`src/rtl/seq_detect_param.sv`:
```
// Parameterised serial pattern detector with a Moore match flag and a saturating match counter.
// Overlapping or non-overlapping matching is chosen at elaboration time.
module seq_detect_param #(
    parameter int unsigned          PAT_LEN = 4,
    parameter logic [PAT_LEN-1:0]   PATTERN = 4'b1100,
    parameter bit                   OVERLAP = 1'b1,
    parameter int unsigned          CNT_W   = 8
) (
    input  logic             clock,
    input  logic             reset,
    input  logic             enable,
    input  logic             seq_in,
    input  logic             clear_cnt,
    output logic             seq_out,
    output logic [CNT_W-1:0] match_count,
    output logic             cnt_sat
);

    localparam int unsigned          FILL_W    = $clog2(PAT_LEN + 1);
    localparam logic [FILL_W-1:0]    FILL_FULL = FILL_W'(PAT_LEN);
    localparam logic [CNT_W-1:0]     CNT_MAX   = {CNT_W{1'b1}};

    logic [PAT_LEN-1:0] hist_q;
    logic [PAT_LEN-1:0] hist_d;
    logic [PAT_LEN-1:0] hist_shift_c;
    logic [FILL_W-1:0]  fill_q;
    logic [FILL_W-1:0]  fill_d;
    logic [FILL_W-1:0]  fill_inc_c;
    logic               seq_out_d;
    logic [CNT_W-1:0]   match_count_d;
    logic               cnt_sat_d;
    logic               match_c;

    // State register
    always_ff @(posedge clock or negedge reset) begin
        if (!reset) begin
            hist_q      <= '0;
            fill_q      <= '0;
            seq_out     <= 1'b0;
            match_count <= '0;
            cnt_sat     <= 1'b0;
        end else begin
            hist_q      <= hist_d;
            fill_q      <= fill_d;
            seq_out     <= seq_out_d;
            match_count <= match_count_d;
            cnt_sat     <= cnt_sat_d;
        end
    end

    // Next-state: history shift, fill tracking, match detection and counter update
    always_comb begin
        hist_d        = hist_q;
        fill_d        = fill_q;
        seq_out_d     = seq_out;
        match_count_d = match_count;
        cnt_sat_d     = cnt_sat;

        // The oldest bit falls off the top of the history when a new one is shifted in.
        hist_shift_c  = PAT_LEN'({hist_q, seq_in});
        fill_inc_c    = (fill_q == FILL_FULL) ? fill_q : fill_q + FILL_W'(1);
        match_c       = enable && (fill_inc_c == FILL_FULL) && (hist_shift_c == PATTERN);

        if (enable) begin
            hist_d    = hist_shift_c;
            fill_d    = (match_c && !OVERLAP) ? '0 : fill_inc_c;
            seq_out_d = match_c;
        end

        // A clear coincident with a match counts that match as the first after the clear.
        if (clear_cnt) begin
            match_count_d = match_c ? CNT_W'(1) : '0;
            cnt_sat_d     = 1'b0;
        end else if (match_c && (match_count != CNT_MAX)) begin
            match_count_d = match_count + CNT_W'(1);
            cnt_sat_d     = cnt_sat | (match_count_d == CNT_MAX);
        end
    end

endmodule

```
`config.mk`:
```
export PLATFORM = sky130hd
export DESIGN_NAME = seq_detect_param
export DESIGN_NICKNAME = d
export VERILOG_FILES = /design/src/rtl/seq_detect_param.sv
export SDC_FILE = /design/constraint.sdc
export NUM_CORES = 1
export LEC_CHECK = 0
export ABC_AREA = 1
export ABC_CLOCK_PERIOD_IN_PS = 1460
export CORE_MARGIN = 2
export CORE_UTILIZATION = 43
export CTS_CLUSTER_DIAMETER = 200
export DETAILED_ROUTE_END_ITERATION = 8
export MAX_ROUTING_LAYER = met4
export PLACE_DENSITY_LB_ADDON = 0.25
export REMOVE_ABC_BUFFERS = 1
export SLEW_MARGIN = 10
export SYNTH_ARGS = -nofsm -noshare
export SYNTH_HDL_FRONTEND = slang
export SYNTH_SLANG_ARGS = --single-unit
```
`constraint.sdc`:
```
create_clock -name clock -period 1.46 [get_ports clock]
set_input_delay 0.292 -clock clock [delete_from_list [all_inputs] [get_ports clock]]
set_output_delay 0.292 -clock clock [all_outputs]
set_load 0.01 [all_outputs]
```
==> results.md <==
* Synth Register Bits at 16
* Crit share post-route at 104.7%
* CP max FO at 6
* # fillers at 159
* DR iter-0 viols at 29
* Root Driver: clkbuf_4
* Number of max-cap violations at 0
* CP max-delay cell: dfrtp_1
* Minimum clock period at 1.528 ns
* Via density at 4.848
* Synth warnings at 0
* Initial antenna violation count at 0
* Worst setup startpoint: fill_q[1]
* RSZ-0062 raised after global routing: true
* Fin cells at 197
* CP max stage delay at 0.42 ns
* Sequential Area at 400.4 µm²
* Pins Over Slew Limit at 0
* Kind of end point of the critical path: flip-flop
* CTS tree: done
* IO buf count at 14
* TritonRoute pass-1 iters at 4
* Final nets at 180
* Tot Pwr at 1.579 mW
* Die width at 49.84 µm
* Core footprint at 1962 µm²
* Synth top area share at 44.32%
* Io pins at 15
* Worst-Margin Slew at 0.2524 ns
* Worst-path clk slew at 0.10 ns
* Peak supply drop at 0.001017 V
* Avg WL per Cell at 11.57 µm
* TritonCTS Buffers at 3
* DRC at 0
* CP top delay family: simple AND/OR/NAND/NOR gates
* Setup-failing EPs final at 9
* H-tree depth at 1
* Area of the multi-input gates at 538.0 µm²
* DIE AREA at 2484 µm²
* Post-synthesis sequential area ratio at 44.32%
* Critical Setup Path Class: flip-flop to flip-flop
* Cell repeated most along the worst path: nand2_2
* Worst-skew pair later-pin latency at 0.30 ns
* Pwr per Cell Area at 1127 nW/µm²
* Mapped Area at 903.4 µm²
* First-pass GRT wire length at 3870 µm
* Number of hold buffers added after cts at 0
* Synth top area cells: dfrtp_1 (44%), nand2_1 (19%), nand3_1 (8.3%)
* Vias post-DR at 955
* Worst path cell trace: inv_2 -> ha_4 -> nand2_2 -> nand2_1 -> nand2_2 -> nor2_4 -> nand3_2 -> nand2_4 -> buf_6 -> nand2_2 -> o21ai_1
* Largest net degree at the start of global routing at 17
* Max_slew headroom at 83.06%
* Hold crit path type: input port to async pin
* FMAX at 654.3 MHz
* RR Startpoint: fill_q[1]
* Static leakage at 0.7368 nW
* Cell count after synthesis at 126
* Row cnt at 16
* Most area-hungry cell type in the Yosys netlist: dfrtp_1
* WP data required at 1.70 ns
* CP Depth at 11
* Die Y at 49.84 µm
* CP Launch Type: flip-flop
* Detail Placement HPWL at 1557 µm
* Status: finished, violations left
* Syn_area_per_cell at 7.170 µm²
* Violated checks: setup timing
* Number of buffers and inverters on the critical path at 2
* Longest Clk Path Bufs at 2
* Worst Setup Slack, final at -0.06837 ns
* Synth unique cells at 16
* Global placer's final weighted congestion at 0.8878
* # clock sinks at 16
* Vias in the first global route at 881
* Arr. time, crit path at 1.77 ns
* Layout cells sized above 1 at 33.53%
* Worst r2r path cells at 11
* Final ANT Viol Nets at 0
* Placed Instances at 180
* Initial Util at 46.05%
* # diodes at 0
* Global route total overflow at 0
* Gr usage total at 20.89%
* Worst Clk Skew at 0.0009840 ns
* Hold Vio Cnt, Final at 0
* Layout area overhead at 55.12%
* DRT Wirelength at 2280 µm
==> worst register-to-register path, delay by kind of cell, from the launching register on <==
| kind | cells | cell delay [ns] |
|---|---|---|
| AOI/OAI and AO/OA | 1 | 0.06 |
| buffers and inverters | 2 | 0.23 |
| DFF | 1 | 0.42 |
| and+or+nand+nor | 7 | 0.60 |
| adders and majority gates | 1 | 0.15 |
==> state kept, by name, indices dropped and copies added, names as in the netlist <==
register and count:
fill_q 3, seq_out 1, cnt_sat 1, hist_q 3
match_count 8
==> repair_timing <==
action | in CTS | in global routing
resized for setup | 33 | 12
pin swaps | 15 | 15
endpoints found under the setup margin | 19 | 10
setup buffers | 12 | 1
==> final cells by class <==
cell class	count	share of cell area (%)
sequential	16	28.57
clock buffer	4	2.589
multi-input combinational	96	38.39
timing repair buffer	41	24.38
inverter	13	3.661
tap	27	2.411
==> final timing paths <==
kind                                   to  slack [ns]
min in group clock                cnt_sat        0.50
min                             fill_q[0]        0.30
max in group asynchronous  match_count[2]        0.98
max reg2reg                match_count[4]       -0.07
min reg2reg                       cnt_sat        0.50
max                        match_count[4]       -0.07
==> cells in the mapped netlist <==
library cell / count
xnor2_1: 1
dfrtp_1: 16
a21oi_1: 1
buf_6: 1
inv_1: 12
ha_1: 4
o21ai_0: 7
nand2_1: 46
nor2_2: 1
nand3_1: 15
nand3b_1: 1
nor3_1: 1
inv_2: 1
o21ai_1: 1
nand2_2: 2
nor2_1: 16
==> per-layer routing <==
metal  track usage, %  vias to the layer above  wire length (µm)
met4            6.944                        0                32
met2            32.22                       34              1088
li1                 -                      483                 -
met5                -                        -                 0
met1            28.32                      434              1046
met3            3.030                        4               113
==> placed cells by master (no fill, tap or decap), drive strengths merged <==
cell           Yosys  routed
nand3             15      15
dlygate4sd2        0       9
a21oi              1       1
clkbuf             0       5
nand3b             1       1
nor2              17      17
ha                 4       4
nor3               1       1
nand2             48      48
o21ai              8       8
dfrtp             16      16
clkdlybuf4s50      0       4
inv               13      13
buf                1      27
xnor2              1       1
==> where the power goes <==
part / leakage, nW / switching, mW / internal, mW
clock: 0.0210 / 0.162 / 0.152
sequential: 0.211 / 0.0614 / 0.505
combinational: 0.504 / 0.358 / 0.341
total: 0.737 / 0.581 / 0.998
==> cell families after synthesis <==
kind of cell	after synthesis	share of synthesized area, %
AND/OR/NAND/NOR	82	37.54
adder cells (fa/ha/maj)	4	5.540
AO/OA/AOI/OAI	9	4.985
flip-flops	16	44.32
XOR/XNOR	1	0.9697
buffers and inverters	14	6.647
==> through the flow <==
stage | utilization, % | setup WS (ns) | area, µm² | TNS [ns] | hold WS (ns)
3_5_place_dp | 59.69 | -0.2140 | 1171 | -1.753 | 0.4706
4_1_cts | 69.90 | -0.08174 | 1371 | -0.6016 | 0.3018
5_1_grt | 71.43 | -0.1769 | 1401 | -1.402 | 0.3307
2_1_floorplan | - | -0.06909 | 892.1 | -0.3808 | -0.003591
3_3_place_gp | 59.69 | -0.1652 | 1171 | -1.235 | 0.4598
6_report | 71.43 | -0.06837 | 1401 | -0.4817 | 0.2972
(Power assumes the default switching activity.)
==> variant (same settings) <==
Set the parameter `CNT_W` to 9 (it was 8).
--- a/src/rtl/seq_detect_param.sv
+++ b/src/rtl/seq_detect_param.sv
@@ -4,7 +4,7 @@
     parameter int unsigned          PAT_LEN = 4,
     parameter logic [PAT_LEN-1:0]   PATTERN = 4'b1100,
     parameter bit                   OVERLAP = 1'b1,
-    parameter int unsigned          CNT_W   = 8
+    parameter int unsigned          CNT_W   = 9
 ) (
     input  logic             clock,
     input  logic             reset,
Interface: changed (resized match_count); port bits go from 15 to 16. No check against the original RTL was run, so the function may have changed too.
==> variant against the unedited design <==
The run still ends with negative setup slack left; combinational power grew 3.6%; clock power shrank 14%; core utilization shrank 3.6 points; final area grew 10%; area after synthesis grew 17%; worst setup slack lost 140 ps; wire length grew 16%; total power shrank 1.0%; sequential cell count grew 1; largest power group unchanged; highest routed layer unchanged.
==> variant: results (changes against the unedited design) <==
Timing:
- The worst slew margin relative to its limit came to 0.756 (was 0.831).
- The final setup violation count is 11 (was 9).
- The worst setup margin is -213 ps (was -68.4 ps).

Logic synthesis:
- The count of different cell masters after synthesis is 21 (was 16).
- The number of instances in the synthesized netlist was 134 (was 126).
- Commonest cells post-synth: sky130_fd_sc_hd__nand2_1 (38), sky130_fd_sc_hd__inv_1 (18), sky130_fd_sc_hd__dfrtp_1 (17), sky130_fd_sc_hd__nand3_1 (15), sky130_fd_sc_hd__nor2_1 (8) (was sky130_fd_sc_hd__nand2_1 (46), sky130_fd_sc_hd__dfrtp_1 (16), sky130_fd_sc_hd__nor2_1 (16), sky130_fd_sc_hd__nand3_1 (15), sky130_fd_sc_hd__inv_1 (12)).
- The proportion of synthesized chip area in sequential cells is 0.401 (was 0.443).
- Area contributors post-synth: sky130_fd_sc_hd__dfrtp_1 (40%), sky130_fd_sc_hd__nand2_1 (13%), sky130_fd_sc_hd__nand3_1 (7.1%) (was sky130_fd_sc_hd__dfrtp_1 (44%), sky130_fd_sc_hd__nand2_1 (19%), sky130_fd_sc_hd__nand3_1 (8.3%)).

Global route:
- The global-route total usage across every layer is 0.228 (was 0.209).
- The wire length of the first global-routing pass is 4590 µm (was 3870 µm).
- The pin count of the biggest net entering global routing is 18 (was 17).

Pwr:
- The leakage component of the power came to 0.802 nW (was 0.737 nW).
- The cell-internal power was 0.000972 W (was 0.000998 W).
- The maximum vdd ir drop is 0.000822 V (was 0.00102 V).

Status:
- Violations in the final reports: negative setup slack (unchanged).
- Result of the run: complete, but fails checks (unchanged).

Placed design:
- The placed wire-length estimate is 1890 µm (was 1560 µm).
- The number of buffer cells added on primary ports is 15 (was 14).
- The final RePlAce weighted congestion is 0.937 (was 0.888).

Setup path:
- The delay of the slowest cell on the worst path was 380 ps (was 420 ps).
- The worst-path cell with the longest stage delay is sky130_fd_sc_hd__dfrtp_1 (unchanged).
- The worst setup path startpoint is match_count[0]$_DFFE_PN0P_ (was fill_q[1]$_DFFE_PN0P_).
- The arrival time of the worst setup path is 1860 ps (was 1770 ps).

Detailed routing:
- The sum of routed wire length over all layers came to 2650 µm (was 2280 µm).
- The post-detailed-route via-to-cell ratio is 4.92 (was 4.85).
- The number of violations reported at the end of detailed-routing iteration 0 was 20 (was 29).

Clocking:
- The worst-case clock buffer depth is 2 (unchanged).

Final layout:
- Largest registers ranked by flip-flop count: match_count: 9 flops, fill_q: 3 flops, hist_q: 3 flops (was match_count: 8 flops, fill_q: 3 flops, hist_q: 3 flops).
- The fill cell total of the finished layout was 193 (was 159).
- The post-layout net count came to 195 (was 180).
- The number of standard cells in the layout, taps in and fillers out came to 212 (was 197).
- The fraction of layout cells with a size suffix above 1 is 0.359 (was 0.335).
-- variant: cell types whose count changed after synthesis, moves of 2 or more --
cell,change
sky130_fd_sc_hd__nand2_1,-8
sky130_fd_sc_hd__nor2_1,-8
sky130_fd_sc_hd__inv_1,+6
sky130_fd_sc_hd__o21ai_2,+6
sky130_fd_sc_hd__nand3_2,+3
sky130_fd_sc_hd__nor2_2,+3
sky130_fd_sc_hd__o21ai_0,-3
sky130_fd_sc_hd__clkinv_1,+2
sky130_fd_sc_hd__nand2_2,+2
sky130_fd_sc_hd__nor2_4,+2
-- variant: cell type report --
class,instances,area share
multi-input combinational,96,0.390
sequential,17,0.276
timing repair buffer,46,0.242
inverter,21,0.0519
tap,28,0.0227
clock buffer,4,0.0170
-- variant: power by group through the flow --
stage / sequential [W] / combinational (W) / clock, W
4_1_cts: 0.000567 / 0.000670 / 0.000267
3_3_place_gp: 0.000580 / 0.000555 / 0
2_1_floorplan: 0.000577 / 0.000306 / 0
3_5_place_dp: 0.000585 / 0.000572 / 0
5_1_grt: 0.000575 / 0.000797 / 0.000285
6_report: 0.000570 / 0.000724 / 0.000269
-- variant: metal layers --
metal	GRT usage	part of all wire	vias up
li1	-	-	526
met2	0.352	0.46	29
met3	0.0306	0.050	7
met5	-	0	-
met4	0.0769	0.020	0
met1	0.308	0.47	482
-- variant: worst paths after layout --
| check | endpoint | slack [ps] | cells past startpoint |
|---|---|---|---|
| hold / removal | hist_q[2]$_DFFE_PN0P_ | 310 | 2 |
| max in group asynchronous | match_count[7]$_DFFE_PN0P_ | 950 | 2 |
| setup reg to reg | match_count[0]$_DFFE_PN0P_ | -210 | 11 |
| min in group clock | cnt_sat$_DFFE_PN0P_ | 500 | 2 |
| setup / recovery | match_count[0]$_DFFE_PN0P_ | -210 | 11 |
| hold reg to reg | cnt_sat$_DFFE_PN0P_ | 500 | 2 |
-- variant: cell families (layout without fill, tap and decap cells) --
group	Yosys count	count (layout)	synth area share
and+or+nand+nor	78	78	0.376
buffers and inverters	21	71	0.0743
DFF	17	17	0.401
AOI/OAI and AO/OA	12	12	0.0814
adders and majority gates	5	5	0.0590
xor gates and xnor gates	1	1	0.00826
-- variant: what timing repair did --
item,in CTS,in global routing
gates resized for setup,22,4
hold buffers,0,0
hold endpoints to repair,0,0
pin swaps,13,1
buffers inserted,6,0
setup endpoints to repair,21,13
-- variant: stage by stage --
stage                     setup TNS [ps]  total power, W  cell area, µm²   util  hold slack, ps
after global placement             -1610         0.00114            1430  0.630             478
after CTS                          -1420         0.00150            1520  0.668             325
after global routing               -2820         0.00166            1540  0.678             332
after detailed placement           -2290         0.00116            1430  0.630             479
final                              -1720         0.00156            1540  0.678             308
after floorplan                    -2080        0.000882            1060      -           -3.59
